File: config.mk
export PLATFORM = sky130hd
export DESIGN_NAME = uart_operand_assembler
export DESIGN_NICKNAME = d
export VERILOG_FILES = /design/src/rtl/uart_operand_assembler.sv
export SDC_FILE = /design/constraint.sdc
export NUM_CORES = 1
export LEC_CHECK = 0
export ABC_CLOCK_PERIOD_IN_PS = 4600
export BUFFER_PORTS_ARGS = -buffer_cell sky130_fd_sc_hd__buf_2
export CORE_MARGIN = 2
export CORE_UTILIZATION = 36
export CTS_BUF_LIST = sky130_fd_sc_hd__clkbuf_4
export DETAILED_ROUTE_END_ITERATION = 8
export PLACE_DENSITY = 0.62
export SYNTH_ARGS = -nofsm -noshare
export SYNTH_HDL_FRONTEND = slang
export SYNTH_SLANG_ARGS = --single-unit
export TNS_END_PERCENT = 20
File: constraint.sdc
create_clock -name uart_clock -period 4.6 [get_ports uart_clock]
set_clock_uncertainty 0.15 [all_clocks]
set_input_delay 0.69 -clock uart_clock [delete_from_list [all_inputs] [get_ports uart_clock]]
set_output_delay 0.69 -clock uart_clock [all_outputs]
set_load 0.02 [all_outputs]
File: src/rtl/uart_operand_assembler.sv
// Frames UART bytes into two checksummed operands for the multiplier,
// with inter-byte timeout and output overrun reporting.
module uart_operand_assembler #(
  parameter int          OP_BYTES       = 2,
  parameter logic [7:0]  HEADER         = 8'hA5,
  parameter logic [23:0] TIMEOUT_CYCLES = 24'd104160
) (
  input  logic                  uart_clock,
  input  logic                  uart_reset,
  input  logic [7:0]            rx_data,
  input  logic                  rx_valid,
  output logic [8*OP_BYTES-1:0] op_a,
  output logic [8*OP_BYTES-1:0] op_b,
  output logic                  op_valid,
  input  logic                  op_ready,
  output logic                  frame_error,
  output logic [1:0]            error_code
);

  localparam int W  = 8 * OP_BYTES;
  localparam int CW = $clog2(OP_BYTES + 1);

  typedef enum logic [1:0] {
    IDLE,
    LOAD_A,
    LOAD_B,
    CHECK_BYTE
  } state_t;

  state_t         state_q;
  logic           rx_valid_q;
  logic [CW-1:0]  byte_cnt_q;
  logic [7:0]     acc_q;
  logic [23:0]    tmo_q;
  logic [W-1:0]   sha_q;
  logic [W-1:0]   shb_q;
  logic [W-1:0]   op_a_q;
  logic [W-1:0]   op_b_q;
  logic           op_valid_q;
  logic           frame_error_q;
  logic [1:0]     error_code_q;

  logic           byte_stb;
  logic           last_byte;
  logic           tmo_hit;
  logic           can_load;
  logic [W-1:0]   sha_d;
  logic [W-1:0]   shb_d;

  assign byte_stb  = rx_valid & ~rx_valid_q;
  assign last_byte = byte_cnt_q == CW'(OP_BYTES - 1);
  assign tmo_hit   = tmo_q == TIMEOUT_CYCLES - 24'd1;
  assign can_load  = ~op_valid_q | op_ready;
  assign sha_d     = (sha_q << 8) | W'(rx_data);
  assign shb_d     = (shb_q << 8) | W'(rx_data);

  always_ff @(posedge uart_clock or negedge uart_reset) begin
    if (!uart_reset) begin
      state_q       <= IDLE;
      rx_valid_q    <= 1'b0;
      byte_cnt_q    <= '0;
      acc_q         <= '0;
      tmo_q         <= '0;
      sha_q         <= '0;
      shb_q         <= '0;
      op_a_q        <= '0;
      op_b_q        <= '0;
      op_valid_q    <= 1'b0;
      frame_error_q <= 1'b0;
      error_code_q  <= 2'b00;
    end else begin
      rx_valid_q    <= rx_valid;
      frame_error_q <= 1'b0;
      if (op_valid_q && op_ready)
        op_valid_q <= 1'b0;

      if (state_q == IDLE) begin
        tmo_q <= '0;
        if (byte_stb && rx_data == HEADER) begin
          state_q    <= LOAD_A;
          byte_cnt_q <= '0;
          acc_q      <= '0;
        end
      end else if (!byte_stb) begin
        if (tmo_hit) begin
          state_q       <= IDLE;
          frame_error_q <= 1'b1;
          error_code_q  <= 2'b10;
        end else begin
          tmo_q <= tmo_q + 24'd1;
        end
      end else begin
        tmo_q <= '0;
        case (state_q)
          LOAD_A: begin
            sha_q      <= sha_d;
            acc_q      <= acc_q ^ rx_data;
            byte_cnt_q <= last_byte ? '0 : byte_cnt_q + CW'(1);
            if (last_byte)
              state_q <= LOAD_B;
          end
          LOAD_B: begin
            shb_q      <= shb_d;
            acc_q      <= acc_q ^ rx_data;
            byte_cnt_q <= last_byte ? '0 : byte_cnt_q + CW'(1);
            if (last_byte)
              state_q <= CHECK_BYTE;
          end
          CHECK_BYTE: begin
            state_q <= IDLE;
            if (rx_data != acc_q) begin
              frame_error_q <= 1'b1;
              error_code_q  <= 2'b01;
            end else if (can_load) begin
              // a commit overrides a same-cycle acceptance
              op_a_q     <= sha_q;
              op_b_q     <= shb_q;
              op_valid_q <= 1'b1;
            end else begin
              frame_error_q <= 1'b1;
              error_code_q  <= 2'b11;
            end
          end
          default: state_q <= IDLE;
        endcase
      end
    end
  end

  assign op_a        = op_a_q;
  assign op_b        = op_b_q;
  assign op_valid    = op_valid_q;
  assign frame_error = frame_error_q;
  assign error_code  = error_code_q;

endmodule
==> reports/qor.txt <==
status -> finished clean
register bit total from synthesis -> 105
Post-CTS Resized -> 0
Clock Power Share -> 20.2%
die height -> 116.6 um
Avg WL per Cell -> 14.45 um
CTS tree -> done
first-pass GRT wire length -> 14710 um
Synth cell types -> 42
FF+latch area -> 2628 um^2
Crit Path Max Fanout -> 26
M1 wire length -> 3833 um
initial antenna violation count -> 0
via count -> 2905
Nets -> 441
NetSw -> 711.5 uW
remaining global-route overflow -> 0
WP data arrival -> 2820 ps
Design Area, Final -> 5114 um^2
combinational power share -> 22.4%
gpl congestion -> 0.7980
setup_tns -> 0 ps
crit path time final -> 2599 ps
ratio of final minimum period to clock period -> 56.49%
GRT Total Usage -> 14.14%
Synth Instances -> 373
post-DP HPWL -> 5830 um
Via density -> 4.858
Ys Warns -> 0
Slew headroom -> 38.82%
power density cells -> 427.6 nW/um^2
Mapped Nets -> 393
proportion of layout cells with a drive suffix above 1 -> 31.46%
I/O pins -> 48
Hold Slack -> 192.8 ps
Initial DRC Count -> 135
CTS max path bufs -> 2
CTS Root Cell -> clkbuf_4
Core ar. -> 12520 um^2
final slew viol count -> 0
maximum vdd drop -> 0.3510 mV
WS Path Type -> reg2reg
fmax -> 384.8 MHz
area of the multi-input gates -> 1862 um^2
port bufs -> 47
Max Cap Viol -> 0
worst-margin pin slew -> 917.7 ps
area grow syn2layout -> 12.06%
Die W -> 116.6 um
DR pass1 iterations -> 4
RSZ-0062 raised after global routing -> no
met3 WL -> 412 um
switching part of the total -> 32.54%
utilization after layout -> 40.85%
Mapped Avg Cell Area -> 12.23 um^2
drt drc -> 0
vias in the first global route -> 2922
Post-CTS Setup Repair Bufs -> 0
final hold violation count -> 0
Cell Area, Placed -> 4987 um^2
most common cell after layout, fill and taps aside -> dfrtp_1
Worst Path Required -> 4820 ps
most frequent cells in the layout -> 105 x dfrtp_1, 63 x mux2_2, 46 x buf_2, 41 x nor2_1, 17 x nand2_1
H-tree depth -> 3
crit end category -> flop
Clk Latency, worst-skew pair -> 470 ps
Critical Path Source Type -> flop
Hold-fix buffers, CTS -> 0
initial core utilization -> 36.46%
post-synthesis sequential area ratio -> 57.58%
Synth area leader -> dfrtp_1
clock slew at reported path FFs -> 160 ps
largest net degree at the start of global routing -> 74
Setup-failing EPs final -> 0
Synth top area share -> 57.58%
total CTS buffers -> 9
Core Rows -> 41
Pleak -> 0.002428 uW
final wirelength -> 8642 um
Seq pwr share -> 57.4%
Antenna Violating Nets Remaining -> 0
die area -> 13590 um^2
Pwr Total -> 2187 uW
Reg-to-Reg End -> state_q[1]
metal2 WL -> 4300 um
internal reg-to-reg setup slack -> 2000 ps
CTS sink cnt -> 105
Pint -> 1475 uW
n_diodes -> 0
ranking of synthesized cells by area -> dfrtp_1 58%, mux2_2 16%, nor2_1 3.4%
Syn Std Cell Area -> 4563 um^2
R2R depth -> 6
top sig layer -> met4
reg2reg start -> state_q[0]
worst hold path type -> in2async
# fillers -> 1230
final cells by class:
class	instances	share of cell area, %
Sequential cell	105	51.38
Multi-Input combinational cell	248	36.41
Timing Repair Buffer	49	4.942
Tap cell	172	4.208
Clock buffer	10	1.468
Clock inverter	6	1.003
Inverter	8	0.5872
power by group through the flow:
stage	Sequential [uW]	Combinational, uW	Clock (uW)
final	1260	490	441
after detailed placement	1280	497	0
after global placement	1270	478	0
after CTS	1260	499	463
after floorplan	1240	383	0
after global routing	1290	560	499
Yosys cell counts, drive strengths merged:
master   count
nand2b       1
and3         3
inv          8
mux2i        1
a21boi       1
xnor2       11
nor2        41
xor2        14
nor4bb       2
a211oi       1
or4b         1
a32o         1
nor4b        1
buf          4
or4          2
a22oi        1
nor3        10
clkbuf       8
dfrtp      105
or3          6
a21bo        1
o21ai       16
nand4        4
and4         1
a21oi       14
mux2        65
nand3       10
a21o         2
nor2b        3
nand2       17
ha           8
o2111ai      1
nor4         5
o21bai       1
and2         2
o211ai       1
cell families after synthesis:
kind of cell             count (synthesis)  share of synthesized area, %
AND/OR/NAND/NOR                        109                         12.23
flip-flops                             105                         57.58
multiplexers                            66                         16.26
AO/OA/AOI/OAI                           40                         5.183
adder cells (fa/ha/maj)                  8                         2.194
XOR/XNOR                                25                         4.798
buffers and inverters                   20                         1.755
state kept, by name, indices dropped and copies added (netlist names):
name         flops
acc_q            8
byte_cnt_q       2
frame_error      1
op_b            16
rx_valid_q       1
op_valid         1
tmo_q           24
shb_q           16
error_code       2
op_a            16
state_q          2
sha_q           16
per-layer routing:
| metal | track usage (%) | vias up |
|---|---|---|
| li1 | - | 1397 |
| met1 | 18.04 | 1456 |
| met2 | 22.79 | 44 |
| met3 | 5.397 | 8 |
| met4 | 3.765 | 0 |
| met5 | 0 | - |
how the worst max path moves through the flow:
stage,from,end,depth (start not counted)
after floorplan,rx_data[3],op_a[0],6
after global placement,rx_data[1],op_a[15],7
after detailed placement,rx_data[1],op_a[6],7
after CTS,state_q[0],state_q[1],6
after global routing,state_q[0],state_q[0],6
final,state_q[0],state_q[1],6
through the flow:
| step | setup WS (ps) | instances |
|---|---|---|
| finish | 2001 | 598 |
| global route | 1758 | 598 |
| CTS | 1956 | 598 |
| detailed placement | 1766 | 582 |
| global placement | 1818 | 582 |
| floorplan | 2309 | 373 |
worst max-delay path: stages, from the launching register on:
cell      delay, ps
dfrtp_1         470
inv_1           150
ha_1            420
inv_1           220
nand2_1         690
o211ai_2        180
a32o_1          230
(Power assumes the default switching activity.)
